--- src/rtl/ama_riscv_perf_monitor_pkg.sv ---
// Shared types and constants for the perf monitor: FSM state, trace record
// layout, dmem size encodings and event-counter slot indices.
package ama_riscv_perf_monitor_pkg;

  localparam int INST_WIDTH = 32;
  localparam int ARCH_WIDTH = 64;

  localparam logic [3:0] DMEM_SIZE_NA     = 4'd8;
  localparam logic [3:0] DMEM_FIRST_STORE = 4'd4;

  localparam int CNT_CYCLES   = 0;
  localparam int CNT_RETIRED  = 1;
  localparam int CNT_BUBBLE   = 2;
  localparam int CNT_BRANCH   = 3;
  localparam int CNT_TAKEN    = 4;
  localparam int CNT_BP_MISS  = 5;
  localparam int CNT_LOAD     = 6;
  localparam int CNT_STORE    = 7;
  localparam int CNT_DC_STALL = 8;
  localparam int CNT_DROPS    = 9;
  localparam int NUM_CNT      = 10;

  typedef enum logic [1:0] {
    IDLE = 2'd0,
    RUN  = 2'd1,
    DONE = 2'd2
  } perf_state_t;

  typedef struct packed {
    logic [ARCH_WIDTH-1:0] pc;
    logic [INST_WIDTH-1:0] inst;
    logic [ARCH_WIDTH-1:0] dmem_addr;
    logic [3:0]            dmem_size;
    logic                  branch;
    logic                  taken;
  } trace_rec_t;

endpackage

--- src/rtl/ama_riscv_perf_monitor_if.sv ---
// Bundle of writeback trace inputs, counter outputs and the trace drain port.
// slave = the monitor's view, master = the driving/draining bench's view.
interface ama_riscv_perf_monitor_if #(
  parameter int CNT_W = 64
);
  import ama_riscv_perf_monitor_pkg::*;

  logic                  clear;
  logic                  inst_retired;
  logic [INST_WIDTH-1:0] inst_wbk;
  logic [ARCH_WIDTH-1:0] pc_wbk;
  logic                  branch_inst_wbk;
  logic                  branch_taken_wbk;
  logic                  bp_hit_wbk;
  logic [3:0]            dmem_size_wbk;
  logic [ARCH_WIDTH-1:0] dmem_addr_wbk;
  logic                  bubble_wbk;
  logic [ARCH_WIDTH-1:0] csr_tohost_wbk;
  logic                  dc_stalled;

  perf_state_t           state;
  logic [CNT_W-1:0]      cnt_cycles;
  logic [CNT_W-1:0]      cnt_retired;
  logic [CNT_W-1:0]      cnt_bubble;
  logic [CNT_W-1:0]      cnt_branch;
  logic [CNT_W-1:0]      cnt_taken;
  logic [CNT_W-1:0]      cnt_bp_miss;
  logic [CNT_W-1:0]      cnt_load;
  logic [CNT_W-1:0]      cnt_store;
  logic [CNT_W-1:0]      cnt_dc_stall;

  logic                  trace_valid;
  logic                  trace_ready;
  trace_rec_t            trace_rec;
  logic [CNT_W-1:0]      trace_drops;

  modport slave (
    input  clear, inst_retired, inst_wbk, pc_wbk, branch_inst_wbk,
           branch_taken_wbk, bp_hit_wbk, dmem_size_wbk, dmem_addr_wbk,
           bubble_wbk, csr_tohost_wbk, dc_stalled, trace_ready,
    output state, cnt_cycles, cnt_retired, cnt_bubble, cnt_branch, cnt_taken,
           cnt_bp_miss, cnt_load, cnt_store, cnt_dc_stall,
           trace_valid, trace_rec, trace_drops
  );

  modport master (
    output clear, inst_retired, inst_wbk, pc_wbk, branch_inst_wbk,
           branch_taken_wbk, bp_hit_wbk, dmem_size_wbk, dmem_addr_wbk,
           bubble_wbk, csr_tohost_wbk, dc_stalled, trace_ready,
    input  state, cnt_cycles, cnt_retired, cnt_bubble, cnt_branch, cnt_taken,
           cnt_bp_miss, cnt_load, cnt_store, cnt_dc_stall,
           trace_valid, trace_rec, trace_drops
  );

endinterface

--- src/rtl/ama_riscv_trace_fifo.sv ---
// Ring FIFO of trace records with extra-MSB pointers; a push while full is
// accepted only when a pop frees the head slot in the same cycle.
module ama_riscv_trace_fifo
  import ama_riscv_perf_monitor_pkg::*;
#(
  parameter int DEPTH = 16
) (
  input  logic       clk,
  input  logic       rst,
  input  logic       i_clear,
  input  logic       i_push,
  input  logic       i_pop,
  input  trace_rec_t i_rec,
  output trace_rec_t o_rec,
  output logic       o_full,
  output logic       o_empty
);

  localparam int AW = $clog2(DEPTH);

  logic [AW:0] r_wr_ptr;
  logic [AW:0] r_rd_ptr;
  trace_rec_t  r_mem [DEPTH];
  logic        w_wr_en;
  logic        w_rd_en;

  assign o_empty = (r_wr_ptr == r_rd_ptr);
  assign o_full  = (r_wr_ptr[AW] != r_rd_ptr[AW]) &&
                   (r_wr_ptr[AW-1:0] == r_rd_ptr[AW-1:0]);
  assign w_rd_en = i_pop && !o_empty;
  assign w_wr_en = i_push && (!o_full || w_rd_en);
  assign o_rec   = r_mem[r_rd_ptr[AW-1:0]];

  // Read/write pointers; clear wins over any same-cycle push or pop
  always_ff @(posedge clk or posedge rst) begin
    if (rst) begin
      r_wr_ptr <= {(AW+1){1'b0}};
      r_rd_ptr <= {(AW+1){1'b0}};
    end else if (i_clear) begin
      r_wr_ptr <= {(AW+1){1'b0}};
      r_rd_ptr <= {(AW+1){1'b0}};
    end else begin
      if (w_wr_en) r_wr_ptr <= r_wr_ptr + {{AW{1'b0}}, 1'b1};
      if (w_rd_en) r_rd_ptr <= r_rd_ptr + {{AW{1'b0}}, 1'b1};
    end
  end

  // Record storage
  always_ff @(posedge clk) begin
    if (w_wr_en && !i_clear) r_mem[r_wr_ptr[AW-1:0]] <= i_rec;
  end

endmodule

--- src/rtl/ama_riscv_perf_monitor.sv ---
// Writeback-stage performance monitor: saturating event counters frozen on
// tohost, plus a trace FIFO of retired instructions drained by valid/ready.
module ama_riscv_perf_monitor #(
  parameter int CNT_W       = 64,
  parameter int TRACE_DEPTH = 16
) (
  input  logic                    clk,
  input  logic                    rst,
  ama_riscv_perf_monitor_if.slave bus
);
  import ama_riscv_perf_monitor_pkg::*;

  perf_state_t                   r_state;
  perf_state_t                   w_state_nxt;
  logic                          w_count_en;
  logic                          w_tohost_hit;
  logic                          w_is_load;
  logic                          w_is_store;
  logic                          w_retire_cnt;
  logic                          w_push_req;
  logic                          w_pop;
  logic                          w_full;
  logic                          w_empty;
  logic                          w_drop;
  logic [NUM_CNT-1:0]            w_inc;
  logic [NUM_CNT-1:0][CNT_W-1:0] w_cnt;
  trace_rec_t                    w_rec_in;
  trace_rec_t                    w_rec_out;

  function automatic logic [CNT_W-1:0] sat_inc(input logic [CNT_W-1:0] v);
    return (&v) ? v : v + {{(CNT_W-1){1'b0}}, 1'b1};
  endfunction

  // The IDLE->RUN retire cycle counts like a RUN cycle; DONE freezes everything
  assign w_count_en   = (r_state == RUN) || ((r_state == IDLE) && bus.inst_retired);
  assign w_retire_cnt = w_count_en && bus.inst_retired;
  assign w_tohost_hit = (bus.csr_tohost_wbk != {ARCH_WIDTH{1'b0}});
  assign w_is_load    = (bus.dmem_size_wbk < DMEM_FIRST_STORE);
  assign w_is_store   = (bus.dmem_size_wbk >= DMEM_FIRST_STORE) &&
                        (bus.dmem_size_wbk < DMEM_SIZE_NA);
  assign w_push_req   = w_retire_cnt;
  assign w_pop        = !w_empty && bus.trace_ready;
  assign w_drop       = w_push_req && w_full && !w_pop;

  // State register
  always_ff @(posedge clk or posedge rst) begin
    if (rst) begin
      r_state <= IDLE;
    end else if (bus.clear) begin
      r_state <= IDLE;
    end else begin
      r_state <= w_state_nxt;
    end
  end

  // Next-state logic
  always_comb begin
    w_state_nxt = r_state;
    case (r_state)
      IDLE: begin
        if (bus.inst_retired) w_state_nxt = w_tohost_hit ? DONE : RUN;
        else                  w_state_nxt = IDLE;
      end
      RUN: begin
        if (w_tohost_hit) w_state_nxt = DONE;
        else              w_state_nxt = RUN;
      end
      DONE:    w_state_nxt = DONE;
      default: w_state_nxt = IDLE;
    endcase
  end

  // Per-counter increment enables
  always_comb begin
    w_inc               = {NUM_CNT{1'b0}};
    w_inc[CNT_CYCLES]   = w_count_en;
    w_inc[CNT_BUBBLE]   = w_count_en && bus.bubble_wbk;
    w_inc[CNT_DC_STALL] = w_count_en && bus.dc_stalled;
    w_inc[CNT_RETIRED]  = w_retire_cnt;
    w_inc[CNT_BRANCH]   = w_retire_cnt && bus.branch_inst_wbk;
    w_inc[CNT_TAKEN]    = w_retire_cnt && bus.branch_inst_wbk && bus.branch_taken_wbk;
    w_inc[CNT_BP_MISS]  = w_retire_cnt && bus.branch_inst_wbk && !bus.bp_hit_wbk;
    w_inc[CNT_LOAD]     = w_retire_cnt && w_is_load;
    w_inc[CNT_STORE]    = w_retire_cnt && w_is_store;
    w_inc[CNT_DROPS]    = w_drop;
  end

  for (genvar g = 0; g < NUM_CNT; g++) begin : gen_cnt
    logic [CNT_W-1:0] r_cnt;

    // One saturating event counter
    always_ff @(posedge clk or posedge rst) begin
      if (rst) begin
        r_cnt <= {CNT_W{1'b0}};
      end else if (bus.clear) begin
        r_cnt <= {CNT_W{1'b0}};
      end else if (w_inc[g]) begin
        r_cnt <= sat_inc(r_cnt);
      end
    end

    assign w_cnt[g] = r_cnt;
  end

  assign w_rec_in.pc        = bus.pc_wbk;
  assign w_rec_in.inst      = bus.inst_wbk;
  assign w_rec_in.dmem_addr = bus.dmem_addr_wbk;
  assign w_rec_in.dmem_size = bus.dmem_size_wbk;
  assign w_rec_in.branch    = bus.branch_inst_wbk;
  assign w_rec_in.taken     = bus.branch_taken_wbk;

  ama_riscv_trace_fifo #(
    .DEPTH (TRACE_DEPTH)
  ) u_trace_fifo (
    .clk     (clk),
    .rst     (rst),
    .i_clear (bus.clear),
    .i_push  (w_push_req),
    .i_pop   (w_pop),
    .i_rec   (w_rec_in),
    .o_rec   (w_rec_out),
    .o_full  (w_full),
    .o_empty (w_empty)
  );

  assign bus.state        = r_state;
  assign bus.cnt_cycles   = w_cnt[CNT_CYCLES];
  assign bus.cnt_retired  = w_cnt[CNT_RETIRED];
  assign bus.cnt_bubble   = w_cnt[CNT_BUBBLE];
  assign bus.cnt_branch   = w_cnt[CNT_BRANCH];
  assign bus.cnt_taken    = w_cnt[CNT_TAKEN];
  assign bus.cnt_bp_miss  = w_cnt[CNT_BP_MISS];
  assign bus.cnt_load     = w_cnt[CNT_LOAD];
  assign bus.cnt_store    = w_cnt[CNT_STORE];
  assign bus.cnt_dc_stall = w_cnt[CNT_DC_STALL];
  assign bus.trace_drops  = w_cnt[CNT_DROPS];
  assign bus.trace_valid  = !w_empty;
  assign bus.trace_rec    = w_rec_out;

endmodule
--- src/flat_wrapper.sv ---
// flat-port wrapper written by rule: the top's interface ports become plain ports
module ama_riscv_perf_monitor_flat import ama_riscv_perf_monitor_pkg::*;
#(
  parameter int CNT_W       = 64,
  parameter int TRACE_DEPTH = 16
)
  (clk, rst, bus_clear, bus_inst_retired, bus_inst_wbk, bus_pc_wbk, bus_branch_inst_wbk, bus_branch_taken_wbk, bus_bp_hit_wbk, bus_dmem_size_wbk, bus_dmem_addr_wbk, bus_bubble_wbk, bus_csr_tohost_wbk, bus_dc_stalled, bus_trace_ready, bus_state, bus_cnt_cycles, bus_cnt_retired, bus_cnt_bubble, bus_cnt_branch, bus_cnt_taken, bus_cnt_bp_miss, bus_cnt_load, bus_cnt_store, bus_cnt_dc_stall, bus_trace_valid, bus_trace_rec, bus_trace_drops);
  ama_riscv_perf_monitor_if #(.CNT_W(CNT_W)) bus_i ();
  input  logic clk;
  input  logic rst;
  input wire logic [$bits(bus_i.clear)-1:0] bus_clear;
  input wire logic [$bits(bus_i.inst_retired)-1:0] bus_inst_retired;
  input wire logic [$bits(bus_i.inst_wbk)-1:0] bus_inst_wbk;
  input wire logic [$bits(bus_i.pc_wbk)-1:0] bus_pc_wbk;
  input wire logic [$bits(bus_i.branch_inst_wbk)-1:0] bus_branch_inst_wbk;
  input wire logic [$bits(bus_i.branch_taken_wbk)-1:0] bus_branch_taken_wbk;
  input wire logic [$bits(bus_i.bp_hit_wbk)-1:0] bus_bp_hit_wbk;
  input wire logic [$bits(bus_i.dmem_size_wbk)-1:0] bus_dmem_size_wbk;
  input wire logic [$bits(bus_i.dmem_addr_wbk)-1:0] bus_dmem_addr_wbk;
  input wire logic [$bits(bus_i.bubble_wbk)-1:0] bus_bubble_wbk;
  input wire logic [$bits(bus_i.csr_tohost_wbk)-1:0] bus_csr_tohost_wbk;
  input wire logic [$bits(bus_i.dc_stalled)-1:0] bus_dc_stalled;
  input wire logic [$bits(bus_i.trace_ready)-1:0] bus_trace_ready;
  output wire logic [$bits(bus_i.state)-1:0] bus_state;
  output wire logic [$bits(bus_i.cnt_cycles)-1:0] bus_cnt_cycles;
  output wire logic [$bits(bus_i.cnt_retired)-1:0] bus_cnt_retired;
  output wire logic [$bits(bus_i.cnt_bubble)-1:0] bus_cnt_bubble;
  output wire logic [$bits(bus_i.cnt_branch)-1:0] bus_cnt_branch;
  output wire logic [$bits(bus_i.cnt_taken)-1:0] bus_cnt_taken;
  output wire logic [$bits(bus_i.cnt_bp_miss)-1:0] bus_cnt_bp_miss;
  output wire logic [$bits(bus_i.cnt_load)-1:0] bus_cnt_load;
  output wire logic [$bits(bus_i.cnt_store)-1:0] bus_cnt_store;
  output wire logic [$bits(bus_i.cnt_dc_stall)-1:0] bus_cnt_dc_stall;
  output wire logic [$bits(bus_i.trace_valid)-1:0] bus_trace_valid;
  output wire logic [$bits(bus_i.trace_rec)-1:0] bus_trace_rec;
  output wire logic [$bits(bus_i.trace_drops)-1:0] bus_trace_drops;
  assign bus_i.clear = bus_clear;
  assign bus_i.inst_retired = bus_inst_retired;
  assign bus_i.inst_wbk = bus_inst_wbk;
  assign bus_i.pc_wbk = bus_pc_wbk;
  assign bus_i.branch_inst_wbk = bus_branch_inst_wbk;
  assign bus_i.branch_taken_wbk = bus_branch_taken_wbk;
  assign bus_i.bp_hit_wbk = bus_bp_hit_wbk;
  assign bus_i.dmem_size_wbk = bus_dmem_size_wbk;
  assign bus_i.dmem_addr_wbk = bus_dmem_addr_wbk;
  assign bus_i.bubble_wbk = bus_bubble_wbk;
  assign bus_i.csr_tohost_wbk = bus_csr_tohost_wbk;
  assign bus_i.dc_stalled = bus_dc_stalled;
  assign bus_i.trace_ready = bus_trace_ready;
  assign bus_state = bus_i.state;
  assign bus_cnt_cycles = bus_i.cnt_cycles;
  assign bus_cnt_retired = bus_i.cnt_retired;
  assign bus_cnt_bubble = bus_i.cnt_bubble;
  assign bus_cnt_branch = bus_i.cnt_branch;
  assign bus_cnt_taken = bus_i.cnt_taken;
  assign bus_cnt_bp_miss = bus_i.cnt_bp_miss;
  assign bus_cnt_load = bus_i.cnt_load;
  assign bus_cnt_store = bus_i.cnt_store;
  assign bus_cnt_dc_stall = bus_i.cnt_dc_stall;
  assign bus_trace_valid = bus_i.trace_valid;
  assign bus_trace_rec = bus_i.trace_rec;
  assign bus_trace_drops = bus_i.trace_drops;
  ama_riscv_perf_monitor #(.CNT_W(CNT_W), .TRACE_DEPTH(TRACE_DEPTH)) u_core (.clk(clk), .rst(rst), .bus(bus_i));
endmodule
--- config.mk ---
export PLATFORM = sky130hd
export DESIGN_NAME = ama_riscv_perf_monitor_flat
export DESIGN_NICKNAME = d
export VERILOG_FILES = /design/src/rtl/ama_riscv_perf_monitor_pkg.sv /design/src/rtl/ama_riscv_perf_monitor_if.sv /design/src/rtl/ama_riscv_trace_fifo.sv /design/src/rtl/ama_riscv_perf_monitor.sv /design/src/flat_wrapper.sv
export SDC_FILE = /design/constraint.sdc
export NUM_CORES = 2
export LEC_CHECK = 0
export BUFFER_PORTS_ARGS = -buffer_cell sky130_fd_sc_hd__buf_4
export CAP_MARGIN = 25
export CORE_UTILIZATION = 40
export CTS_BUF_LIST = sky130_fd_sc_hd__clkbuf_4 sky130_fd_sc_hd__clkbuf_8 sky130_fd_sc_hd__clkbuf_16
export CTS_CLUSTER_SIZE = 14
export DETAILED_ROUTE_END_ITERATION = 12
export PLACE_DENSITY = 0.62
export SYNTH_ARGS = -nofsm -noshare
export SYNTH_HDL_FRONTEND = slang
export SYNTH_HIERARCHICAL = 1
export SYNTH_SLANG_ARGS = --single-unit
--- constraint.sdc ---
create_clock -name clk -period 19.5 [get_ports clk]
set_clock_uncertainty 0.05 [all_clocks]
set_input_delay 2.925 -clock clk [delete_from_list [all_inputs] [get_ports clk]]
set_output_delay 2.925 -clock clk [all_outputs]
set_load 0.05 [all_outputs]
==> summary.txt <==
Layout
  – Proportion of layout cells with a drive suffix above 1: 0.262
  – Commonest cells after routing, fill and taps aside: sky130_fd_sc_hd__edfxtp_1 (2656), sky130_fd_sc_hd__buf_4 (1149), sky130_fd_sc_hd__nor2_1 (692), sky130_fd_sc_hd__mux4_2 (664), sky130_fd_sc_hd__dfrtp_1 (648)
  – Area growth, synth to finish: 18.6%
  – Number of nets at the end of the flow: about 9500
  – Final Instance Area: roughly 160000 um^2
  – Leading cell type in the layout, fill and taps excluded: sky130_fd_sc_hd__edfxtp_1
  – Fill cells: 28497

Timing
  – Relative slew slack: 0.247
  – Final count of negative-setup-slack endpoints: 0
  – Upper clock frequency limit: around 0.11 GHz
  – Transition time of the tightest slew-check pin: 1.13 ns
  – Number of endpoints with negative hold slack in the final report: 0
  – Final critical delay including setup and external delays: roughly 9.5 ns
  – Final clock period utilization by the worst path: 0.488
  – Final Max Slew Viols: 0
  – Unrepaired setup endpoints after global routing: no
  – Setup TNS Final: 0 ns

Worst setup path
  – Most numerous cell on the critical path: sky130_fd_sc_hd__buf_4
  – Worst setup path category: flop to primary output
  – Delay of the slowest cell on the worst path: about 0.87 ns
  – Worst Path Required: 16.52 ns
  – Cell class contributing the biggest share of worst-path delay: buffers and inverters
  – Buffers and inverters on the worst path: 5
  – Internal reg-to-reg setup slack: 13.61 ns
  – Setup crit end kind: primary output
  – Critical Path Source: u_core/u_trace_fifo/r_rd_ptr[2]
  – Cells along the critical path: buf_12 > buf_4 > buf_4 > buf_4 > mux4_2 > nor2b_1 > a211oi_1 > a21oi_1 > buf_4
  – Cell with the largest stage delay on the worst path: sky130_fd_sc_hd__buf_4
  – Reg-to-reg critical path startpoint: u_core/u_trace_fifo/r_rd_ptr[3]
  – Critical Path Source Type: flop
  – Crit path DAT: between 6 and 7 ns
  – Maximum fanout count along the critical path: 109

Synthesis
  – Netlist Area Pre-Place: about 140000 um^2
  – Share of the yosys chip area belonging to registers: 0.709
  – Synth warnings: 6
  – Most frequently used flop master after synthesis: sky130_fd_sc_hd__edfxtp_1
  – Count of flip-flops with a built-in enable after synthesis: approximately 2700
  – Synth async-reset ratio: 0.197
  – Count of mapped cells out of synthesis: 8089
  – Number of flip-flops and latches in the synthesized netlist: between 3000 and 4000
  – Area share of the largest cell type after synthesis: 0.588
  – Mean Syn Cell Area: between 15 and 20 um^2
  – Leading post-synthesis cells by cell area: sky130_fd_sc_hd__edfxtp_1 (59%), sky130_fd_sc_hd__dfrtp_1 (12%), sky130_fd_sc_hd__mux4_2 (11%), sky130_fd_sc_hd__xor2_1 (2.1%), sky130_fd_sc_hd__nor2_1 (1.9%)
  – Leading area contributor after synthesis: sky130_fd_sc_hd__edfxtp_1
  – Net count after synthesis: approximately 8300
  – Netlist cell types: ~80

Floorplanning
  – Std cell rows: ~210
  – Die width: ~580 um
  – Initial Utilization: 0.402
  – DIE HEIGHT: 584 um
  – Number of primary I/O pins: between 1000 and 1500
  – Total Die Area: ~340000 um^2
  – Std-Cell Core Area: ~340000 um^2

CTS
  – Clock Tree Buf Depth: 4
  – Clock Latency Late Sink: roughly 0.90 ns
  – Cells resized by post-CTS repair: 0
  – Library cell used as clock root buffer: sky130_fd_sc_hd__clkbuf_16
  – Clock transition at the registers of the reported paths: 0.06 ns
  – TritonCTS clock tree: done
  – Number of buffers inserted by hold repair at cts: 0
  – CTS HTree Levels: 5
  – TritonCTS Buffers: 354
  – Number of setup buffers added after CTS: 0
  – Total clock sinks: around 3300

Route
  – Final routed wire length divided by cell count: 26.5 um
  – DRC violation total after the first TritonRoute iteration: ~6700
  – DRC violations left: 0
  – Number of iterations in the first detailed-routing pass: 5
  – Drt via density: between 5 and 6
  – Remaining antenna violation count: 0
  – Routed wire length: between 300000 and 400000 um
  – DR vias: approximately 80000

Power
  – VDD IR-drop max: a little over 90 uV
  – P_leak: ~54 nW
  – Power per cell area: between 90 and 100 nW/um^2

Placed design
  – Placed cell area: 149000 um^2
  – Post-detailed-placement half-perimeter wirelength: approximately 230000 um
  – Gpl congestion: between 0.9 and 1
  – Port bufs: around 1000

Global routing
  – Number of global-route vias before repair: slightly below 80000
  – Global route overflow: 0
  – Wire length of the first global-routing pass: approximately 540000 um
  – Antenna violations before repair: between 50 and 60
  – Largest net degree at the start of global routing: 166
  – Overall fraction of global-route tracks in use: 0.214

Status
  – Result of the run: finished, final reports clean

Worst hold path
  – Type of the worst min-delay path: flop to flop
  – Beginning of the worst hold path: u_core/bus.trace_drops[63]

Run
  – Maximum capacitance violations: 0
==> per-layer routing <==
| layer | GRT usage | routed length, um | vias up |
|---|---|---|---|
| li1 | - | - | 34077 |
| met1 | 0.272 | 147000 | 41214 |
| met2 | 0.355 | 182000 | 2751 |
| met3 | 0.0513 | 29400 | 662 |
| met4 | 0.0808 | 14700 | 56 |
| met5 | 0 | 361 | - |
==> through the flow <==
step / worst slack, ns / std cells / total power [W] / utilization / hold WS, ns
finish: 9.99 / 14064 / 0.0153 / 0.477 / 0.464
global route: 9.69 / 14052 / 0.0157 / 0.477 / 0.496
CTS: 9.92 / 14038 / 0.0154 / 0.477 / 0.464
detailed placement: 10.97 / 13394 / 0.00860 / 0.441 / 0.452
global placement: 10.98 / 13389 / 0.00859 / 0.441 / 0.445
floorplan: 3.79 / 8089 / 0.00833 / - / 0.511
==> cell usage after synthesis (all sizes together), types with 5 or more instances <==
cell    number
or2         11
nand3b       6
and3       130
nand2      281
nand2b       7
a31o         5
a211oi     170
edfxtp    2656
clkbuf     222
a21oi      266
inv         65
ha          15
and2        47
nand3      259
nor4        97
dfrtp      652
or4b         5
mux4       664
o21ai       83
nor2       703
o31ai        5
nor3       136
xor2       324
xnor2      228
mux2         7
nor3b        7
buf        159
and4        71
or4         20
nand4      292
nor4b       13
or3         85
mux2i      171
nor2b      175
==> cell families (layout without fill, tap and decap cells) <==
kind of cell    count (synthesis)  count (layout)  share of synthesized area
fa+ha+maj                      15              15                    0.00138
buf+inv                       447            1890                     0.0154
flops                        3308            3308                      0.709
compound gates                567             567                     0.0253
simple gates                 2358            2358                     0.0899
other cells                     0              17                          0
mux                           842             842                      0.124
xor+xnor                      552             552                     0.0357
==> area by class of cell <==
class                           count  area (um^2)  area share
Multi-Input combinational cell   4334        37500       0.233
Timing Repair Buffer             1180         9290      0.0578
Clock inverter                    196         2220      0.0138
Tap cell                         4515         5650      0.0351
Clock buffer                      448         9720      0.0604
Inverter                           66          251     0.00156
Antenna cell                       17         42.5    0.000265
Sequential cell                  3308        96100       0.598
==> state kept, by name, summed over array words and instances (netlist names) <==
register / flops
u_core/u_trace_fifo/r_wr_ptr: 5
u_core/bus.cnt_retired: 64
u_core/bus.trace_drops: 64
u_core/bus.cnt_dc_stall: 64
u_core/bus.state: 2
u_core/bus.cnt_cycles: 64
u_core/bus.cnt_bp_miss: 64
u_core/bus.cnt_bubble: 64
u_core/u_trace_fifo/r_mem: 2656
u_core/bus.cnt_store: 64
u_core/bus.cnt_taken: 64
u_core/u_trace_fifo/r_rd_ptr: 5
u_core/bus.cnt_load: 64
u_core/bus.cnt_branch: 64
==> power by group <==
group | switching [W] | internal (W)
logic | 0.000480 | 0.000277
clock network | 0.00280 | 0.00402
registers | 0.0000151 | 0.00767
total | 0.00330 | 0.0120
==> worst paths after layout <==
check                                                    endpoint  cells after the start
max in group asynchronous                u_core/bus.cnt_store[51]                      6
worst min-delay path                   u_core/bus.trace_drops[63]                      1
worst min register to register         u_core/bus.trace_drops[63]                      1
worst max-delay path                           bus_trace_rec[109]                      9
worst max register to register  u_core/u_trace_fifo/r_mem[14][77]                     11
min in group asynchronous         u_core/u_trace_fifo/r_rd_ptr[4]                      2
Power figures use the tool's default switching activity.
